<file path="src/rtl/bcd_stopwatch_counter.sv">
// BCD stopwatch MM:SS.hh counter with a 4-digit multiplexed active-low 7-segment driver.
// Latency: count updates on the clk edge that first samples slow_clk high; an/seg/dp lag the scan index by 1 cycle.
// Backpressure: none; ticks arrive only while slow_clk toggles, so pausing the generator holds the count.
module bcd_stopwatch_counter #(
    parameter int REFRESH_DIV = 100000
) (
    input  logic        clk,
    input  logic        reset_n,
    input  logic        slow_clk,
    input  logic        clr,
    output logic [23:0] count_bcd,
    output logic        wrap,
    output logic [3:0]  an,
    output logic [6:0]  seg,
    output logic        dp
);

    localparam int RW = (REFRESH_DIV > 1) ? $clog2(REFRESH_DIV) : 1;

    logic          slow_q;
    logic          tick;
    logic [23:0]   count_next;
    logic          roll;
    logic [RW-1:0] refresh_cnt;
    logic [1:0]    scan_idx;
    logic [15:0]   disp;
    logic [3:0]    cur_digit;

    // Digit order inside count_bcd is H0,H1,S0,S1,M0,M1 from the LSB up; tens of seconds/minutes stop at 5.
    function automatic logic [3:0] digit_max(input int i);
        return (i == 3 || i == 5) ? 4'd5 : 4'd9;
    endfunction

    function automatic logic [6:0] seg_code(input logic [3:0] d);
        logic [6:0] s;
        case (d)
            4'd0:    s = 7'b1000000;
            4'd1:    s = 7'b1111001;
            4'd2:    s = 7'b0100100;
            4'd3:    s = 7'b0110000;
            4'd4:    s = 7'b0011001;
            4'd5:    s = 7'b0010010;
            4'd6:    s = 7'b0000010;
            4'd7:    s = 7'b1111000;
            4'd8:    s = 7'b0000000;
            4'd9:    s = 7'b0010000;
            default: s = 7'b1111111;
        endcase
        return s;
    endfunction

    assign tick = slow_clk & ~slow_q;

    always_comb begin
        count_next = count_bcd;
        roll       = 1'b0;
        if (tick) begin
            roll = 1'b1;
            for (int i = 0; i < 6; i++) begin
                if (roll) begin
                    if (count_bcd[i*4 +: 4] >= digit_max(i)) begin
                        count_next[i*4 +: 4] = 4'd0;
                    end else begin
                        count_next[i*4 +: 4] = count_bcd[i*4 +: 4] + 4'd1;
                        roll = 1'b0;
                    end
                end
            end
        end
    end

    // Seconds/hundredths view until the first minute elapses, then minutes/seconds.
    assign disp      = (count_bcd[23:16] == 8'h00) ? count_bcd[15:0] : count_bcd[23:8];
    assign cur_digit = disp[scan_idx*4 +: 4];

    always_ff @(posedge clk) begin
        slow_q <= slow_clk;
        if (!reset_n) begin
            count_bcd   <= '0;
            wrap        <= 1'b0;
            an          <= 4'b1111;
            seg         <= 7'h7F;
            dp          <= 1'b1;
            scan_idx    <= 2'd0;
            refresh_cnt <= '0;
        end else begin
            wrap <= 1'b0;
            if (clr) begin
                count_bcd <= '0;
            end else if (tick) begin
                count_bcd <= count_next;
                wrap      <= roll;
            end

            if (refresh_cnt == RW'(REFRESH_DIV - 1)) begin
                refresh_cnt <= '0;
                scan_idx    <= scan_idx + 2'd1;
            end else begin
                refresh_cnt <= refresh_cnt + 1'b1;
            end

            an  <= ~(4'b0001 << scan_idx);
            seg <= seg_code(cur_digit);
            dp  <= (scan_idx != 2'd2);
        end
    end

endmodule

</file>
<file path="config.mk">
export PLATFORM = sky130hd
export DESIGN_NAME = bcd_stopwatch_counter
export DESIGN_NICKNAME = d
export VERILOG_FILES = /design/src/rtl/bcd_stopwatch_counter.sv
export SDC_FILE = /design/constraint.sdc
export NUM_CORES = 1
export LEC_CHECK = 0
export CAP_MARGIN = 25
export CORE_MARGIN = 2
export CORE_UTILIZATION = 40
export CTS_CLUSTER_SIZE = 8
export DETAILED_ROUTE_END_ITERATION = 16
export PLACE_DENSITY_LB_ADDON = 0.1
export SYNTH_ARGS = -nofsm -noshare
export SYNTH_HDL_FRONTEND = slang
export SYNTH_SLANG_ARGS = --single-unit
</file>
<file path="constraint.sdc">
create_clock -name clk -period 2.6 [get_ports clk]
set_input_delay 0.52 -clock clk [delete_from_list [all_inputs] [get_ports clk]]
set_output_delay 0.52 -clock clk [all_outputs]
set_load 0.03 [all_outputs]
</file>
# Yosys cells after proc, flatten, opt, wreduce, memory -nomap -nowiden
# Memory sizes are Yosys's and may differ from the RTL's. A register that Yosys moved wholly into a read port is not among the register bits.
# Index checks and enable logic that the tools add are counted.
# Widths: inputs -> output; s select.
# totals
register_bits,50
rom_bits,112
inputBits,4
out_inout_bits,37
word_cells,69
memories,1
# op_classes
addsub,8
magnitude_cmp,6
n_eq_ne,2
shifts,2
n_mux,22
bitwise,6
reduce_logical,10
# memory_table
memory,depth,word_bits,read_ports,rd_clocked_by_memory_dff,wr,line,text
(no name shown),16,7,1,1,0,36,case (d)
# op_table
op,n
$add 4x1->4 const B,6
$mux 4,6
$add 17x1->17 const B,1
$eq 17x17->1 const B,1
$ge 4x4->1 const B,4
$mux 16,1
$shiftx 16x5->4,1
$mux 1,15
$reduce_and 2->1,5
$ge 4x3->1 const B,2
$logic_not 8->1,1
$not 1->1,4
$not 4->4,1
$reduce_or 2->1,2
$reduce_or 4->1,1
$shl 1x2->4 const A,1
$add 2x1->2 const B,1
$ne 2x2->1 const B,1
$and 1x1->1,1
$logic_not 1->1,1

# Depth between registers and ports, before layout
# Gate-level depths: netlist (run 1).
# logic_depth
ltp_word,13
ltp_mapped,11
ltp_nobuf,11

# Worst setup path before layout (run 1)
# OpenSTA, ideal clock, no wires.
# synth_path
kind,reg-to-reg
start,register count_bcd[0]
end,register count_bcd[22]
setup_ns,0.071
arrival_ns,2.453
path_slack_ns,0.076
path_stages_with_launch,9
path_buffers,0
cell_sequence,dfxtp_1 > inv_1 > ha_1 > inv_1 > o311ai_4 > nor4_4 > o311ai_4 > or4b_1 > a21oi_1
# synth_via
elab_chain_cells,12
# synth_rtl
item,line,text
start: declaration,11,"output logic [23:0] count_bcd,"
start signal: assignment,91,count_bcd <= count_next;
$ge 4x4->1,61,if (count_bcd[i*4 +: 4] >= digit_max(i)) begin
$mux 1,61,
$mux 1,57,if (tick) begin
$mux 1,60,if (roll) begin
$mux 1,57,
$mux 1,60,
$mux 1,57,
$mux 1,60,
$mux 1,57,
$mux 1,60,
$mux 1,57,
$reduce_and 2->1 (no line),n/a,
# Every way passes these cells. The select of a mux whose other input is x is not followed.
# A chain may end at the register's enable or synchronous reset.

# Final worst setup path (run 1)
# layout_path
start,register count_bcd[21]
end,register seg[4]
# layout_via
elab_chain_cells,3
# layout_rtl
item,line,text
$logic_not 8->1,73,assign disp = (count_bcd[23:16] == 8'h00) ? count_bcd[15:0] : count_bcd[23:8];
$mux 16 *,73,
$shiftx 16x5->4 *,74,assign cur_digit = disp[scan_idx*4 +: 4];
end: declaration,14,"output logic [6:0] seg,"
# Every way passes the cells marked *; elsewhere a longest branch is shown, timed or not.

==> metrics, run 1 <==
final worst-path cycle share 89.0%; Crit Path Max Fanout 6; count leader, synth dfxtp_1; worst vdd ir 0.231 mV; ys flop type dfxtp_1; Slew @ Worst Pin 0.629 ns; drt pass-1 iters 4; endpoints failing hold 0; critical path required time 2.80 ns; Final setup viols 0; ANT cells 0; post-route minimum period 2.31 ns; total power 1.53 mW; CTS tree built; critical-path cell list inv_1 > ha_1 > nor4b_1 > nand2_1 > mux2i_1 > mux2_2 > inv_1 > ha_1 > inv_1 > nor2_1 > o21ai_0; number of global-route vias before repair 2056; largest net degree at the start of global routing 17; Synth top cells by count dfxtp_1 (56), nor2_1 (41), ha_1 (27); Synth warnings 0; post-synthesis register bit count 56; DR DRC count 0; Syn Std Cell Area 0.00292 mm²; IO buf count 40; CTS clock-pin slew for the worst setup and hold paths 0.10 ns; Final Skew 0.00648 ns; fill count 706; H-tree depth 2; Worst slew margin 57.7%; Post-CTS Setup Repair Bufs 0; Worst setup EP type flip-flop; pwr dens 416 mW/mm²; clk sinks 56; synth top area cells dfxtp_1 (38%), ha_1 (12%), nor2_1 (5.3%), mux2i_1 (4.1%), xor2_1 (3.9%); share of cells above drive strength 1 11.3%; Max Clock Freq 0.432 GHz; setup TNS 0 ns; final core occ 51.4%; GP Congestion 0.763; Tot GR Track Use 15.3%; cells after synthesis 311; die width 89.4 µm; CTS root buf clkbuf_8; Synth top area share 38.5%; outcome finished clean; core box area 0.00714 mm²; total number of vias 2282; die height 89.4 µm; critical path's largest stage delay 0.35 ns; WHS 0.445 ns; WP buf/inv 3; total grt overflow 0; WP data arrival 2.51 ns; wire length per cell 12.5 µm; nets 401; slowest CP cell nor4b_1; vias per cell 4.86; cell mode on critical path inv_1; worst min-delay path category flip-flop to flip-flop; asr flop ratio synth 0%; DRT Wirelength 5890 µm; initial antenna violation count 0; Syn Nets 342; Clock Latency Late Sink 0.31 ns; leak pwr 1.39 nW; remaining antenna violation count 0; first-iteration detailed-routing DRC count 67; Setup CP Type flip-flop to flip-flop; HPWL after DPL 4410 µm; cts bufs inserted 5; Max Buffers Root-to-Sink 2; Final Max Slew Viols 0; sequential area share after synthesis 38.5%; synthesized area per cell 9.37 µm²; CP Launch Type flip-flop; delay-heaviest family, CP simple AND/OR/NAND/NOR gates; largest area contributor in the netlist dfxtp_1; PostCTS Resize Cnt 0; Initial Util 40.8%; Hold Buf Count CTS 0; placed insts 462; non-filler cells, final 470; RSZ-0062 raised after global routing false; Site Rows 31; Ports 41; first-pass GRT wire length 9610 µm; number of synthesized flops with an enable pin 0; Max Cap Viol 0; Cell variety after synth 43; DIE AREA 0.00799 mm²; synthesis-to-finish area growth 25.8%
[metrics by stage]
step                      instance area, µm²  setup WS [ns]
after floorplan                         2920         0.0763
after global placement                  3560         0.0118
after detailed placement                3560        -0.0102
after CTS                               3670          0.292
after global routing                    3670          0.129
final                                   3670          0.285
[cell type report]
cell class / count / area, µm² / share of cell area [%]
Sequential cell: 56 / 1120 / 30.6
Tap cell: 99 / 124 / 3.38
Clock inverter: 2 / 35.0 / 0.956
Clock buffer: 6 / 72.6 / 1.98
Timing Repair Buffer: 61 / 558 / 15.2
Inverter: 22 / 82.6 / 2.25
Multi-Input combinational cell: 224 / 1670 / 45.6
[power by group]
part           internal, mW  switching (mW)  total, mW
Clock                 0.287           0.285      0.571
Sequential            0.869         0.00590      0.875
Combinational        0.0331          0.0457     0.0788
[state kept, by name, summed over array words and instances, names as in the netlist]
signal and flops:
wrap 1, seg 7, count_bcd 24, refresh_cnt 17
scan_idx 2, slow_q 1, an 3, dp 1
[cell families (layout without fill, tap and decap cells)]
| logic type | Yosys count | count (layout) | synth area share (%) |
|---|---|---|---|
| AO/OA/AOI/OAI | 37 | 37 | 9.23 |
| XOR/XNOR | 23 | 23 | 6.91 |
| adder cells (fa/ha/maj) | 27 | 27 | 11.6 |
| buffers and inverters | 31 | 91 | 4.16 |
| flip-flops | 56 | 56 | 38.5 |
| multiplexers | 20 | 20 | 9.14 |
| AND/OR/NAND/NOR | 117 | 117 | 20.5 |
[layout by cell type (no fill, tap or decap), types with 2 or more instances in the layout]
cell,instances
and2_1,2
buf_4,21
and4_1,2
clkbuf_8,5
o21ai_0,8
dfxtp_1,56
nor3_1,10
a21oi_1,15
xnor2_1,10
nand4_1,6
nand2_1,20
nor2b_1,4
mux2i_1,12
mux4_2,5
nand3b_1,2
o311ai_4,2
clkdlybuf4s50_1,40
nand3_1,10
nand2b_1,5
and3_1,5
mux2_2,3
or3_1,3
xor2_1,13
o31ai_1,2
a41oi_1,3
nor2_1,41
ha_1,27
inv_1,22
[worst paths after layout]
kind              slack, ns  cells past startpoint        endpoint           start
setup / recovery       0.29                     11          seg[4]   count_bcd[21]
hold / removal         0.44                      1  refresh_cnt[0]  refresh_cnt[0]
setup reg to reg       0.29                     11          seg[4]   count_bcd[21]
hold reg to reg        0.44                      1  refresh_cnt[0]  refresh_cnt[0]
[layer usage]
metal / vias to the layer above / share of wire [%] / GRT usage (%)
li1: 1183 / - / -
met1: 1058 / 51 / 21.3
met2: 35 / 45 / 23.8
met3: 6 / 3.1 / 3.42
met4: 0 / 1.2 / 4.61
met5: - / 0 / 0
No activity file was read; power rests on OpenSTA's default activity.
==> run 2, diff against run 1 <==
- clock period: 2.6 -> 2.8 ns (I/O delays scaled with it)
==> metrics, run 2 (synthesized netlist as in run 1, its figures left out) <==
most common cell after layout, fill and taps aside dfxtp_1; delay-heaviest family, CP simple AND/OR/NAND/NOR gates; ANT cells 0 (unchanged); worst min-delay path category flip-flop to flip-flop; Final setup viols 0 (unchanged); slowest CP cell dfxtp_1; critical-path cell list inv_1 > ha_1 > nor4b_1 > nand2_1 > mux2i_1 > mux2_2 > inv_1 > ha_1 > inv_1 > nor2_1 > o21ai_0; first-pass GRT wire length 9890 µm (+2.9%); fill count 728 (+3.1%); critical path's largest stage delay 0.37 ns (+0.02 ns); endpoints failing hold 0 (unchanged); largest registers count_bcd: 24 flops, refresh_cnt: 17 flops, seg: 7 flops; Max Clock Freq 0.417 GHz (-3.5%); worst vdd ir 0.160 mV (-31%); Hold Buf Count CTS 0 (unchanged); WHS 0.449 ns (+0.00469 ns); Max Cap Viol 0 (unchanged); total number of vias 2214 (-3.0%); DRT Wirelength 5910 µm (+0.27%); die width 89.4 µm (unchanged); Slew @ Worst Pin 0.643 ns (+0.0136 ns); cts bufs inserted 5 (unchanged); final core occ 50.3% (-1.1 points); Worst setup EP type flip-flop; WP depth 11 (unchanged); initial antenna violation count 0 (unchanged); die height 89.4 µm (unchanged); drt pass-1 iters 4 (unchanged); Clock Latency Late Sink 0.31 ns (about the same); H-tree depth 2 (unchanged); share of cells above drive strength 1 9.64% (-1.7 points); sequential standard cell area 0.00112 mm² (unchanged); leak pwr 1.34 nW (-3.5%); CTS tree built; IO buf count 40 (unchanged); most frequent cells in the layout dfxtp_1 (56), nor2_1 (41), clkdlybuf4s50_1 (40); CP Launch Type flip-flop; GP Congestion 0.783 (+2.7%); reg2reg end seg[4]; vias per cell 4.79 (-1.3%); pwr dens 365 mW/mm² (-12%); max reg flops 24 (unchanged); Hold Startpoint refresh_cnt[0]; synthesis-to-finish area growth 23.0%; Site Rows 31 (unchanged); hold depth 1 (unchanged); PostCTS Resize Cnt 0 (unchanged); CTS root buf clkbuf_8; WP buf/inv 3 (unchanged); core box area 0.00714 mm² (unchanged); cell mode on critical path inv_1; total grt overflow 0 (unchanged); Hold Path End refresh_cnt[0]; Crit Path Max Fanout 6 (unchanged); Max Buffers Root-to-Sink 2 (unchanged); wire length per cell 12.8 µm (+2.0%); Tot GR Track Use 15.9% (+0.52 points); largest net degree at the start of global routing 18 (+1); RSZ-0062 raised after global routing false; number of global-route vias before repair 2082 (+1.3%); HPWL after DPL 4400 µm (-0.24%); nets 394 (-1.7%); DR DRC count 0 (unchanged); Biggest register count_bcd; post-route minimum period 2.40 ns (+0.0828 ns); setup TNS 0 ns (unchanged); footprint of the multi-input gates 0.00167 mm² (unchanged); first-iteration detailed-routing DRC count 61 (-9.0%); Initial Util 40.8% (unchanged); r2r worst-path depth 11 (unchanged); placed insts 455 (-1.5%); DIE AREA 0.00799 mm² (unchanged); remaining antenna violation count 0 (unchanged); clk sinks 56 (unchanged); total power 1.31 mW (-14%); final worst-path cycle share 85.6% (-3.4 points); Final Skew 0.00970 ns (+0.00322 ns); non-filler cells, final 462 (-1.7%); Ports 41 (unchanged); Worst slew margin 56.8% (-0.92 points); r2r startpoint count_bcd[21]; WP data arrival 2.57 ns (+0.06 ns); outcome finished clean; Setup CP Type flip-flop to flip-flop; Final Max Slew Viols 0 (unchanged); critical path required time 2.97 ns (+0.17 ns); CTS clock-pin slew for the worst setup and hold paths 0.09 ns (about the same); r2r setup slk 0.40 ns (+0.12 ns); Post-CTS Setup Repair Bufs 0 (unchanged)
## run 2: cell count changes in the layout (fill, tap and decap cells not counted)
cell        delta
buf_4          -7
bufinv_16      -1
clkbuf_1       -1
clkinvlp_4     +1
## run 2: stage by stage
step | setup slack [ns] | area [µm²]
global placement | 0.166 | 3510
finish | 0.403 | 3590
CTS | 0.379 | 3590
global route | 0.165 | 3590
detailed placement | 0.145 | 3510
floorplan | 0.276 | 2920
## run 2: layer usage
| metal | vias up | GRT usage (%) | routed length (µm) |
|---|---|---|---|
| met1 | 1010 | 21.4 | 2980 |
| met3 | 6 | 3.32 | 193 |
| met5 | - | 0 | 0 |
| met4 | 0 | 5.16 | 79 |
| li1 | 1160 | - | - |
| met2 | 38 | 25.4 | 2660 |
## run 2: report_power, final
part	switching (mW)	total (mW)	internal [mW]
combinational	0.0415	0.0703	0.0288
sequential	0.00545	0.813	0.807
clock	0.258	0.428	0.170
## run 2: final cells by class
type	count	area share, %
sequential	56	31.3
tap	99	3.45
multi-input combinational	224	46.6
clock buffer	5	1.92
clock inverter	2	0.349
timing repair buffer	54	14.1
inverter	22	2.30
## run 2: worst max path at each step
stage                       start       endpoint  slack [ns]
global route        count_bcd[21]         seg[4]        0.17
detailed placement       slow_clk  count_bcd[23]        0.15
floorplan            count_bcd[0]  count_bcd[22]        0.28
global placement         slow_clk  count_bcd[23]        0.17
CTS                 count_bcd[21]         seg[4]        0.38
finish              count_bcd[21]         seg[4]        0.40
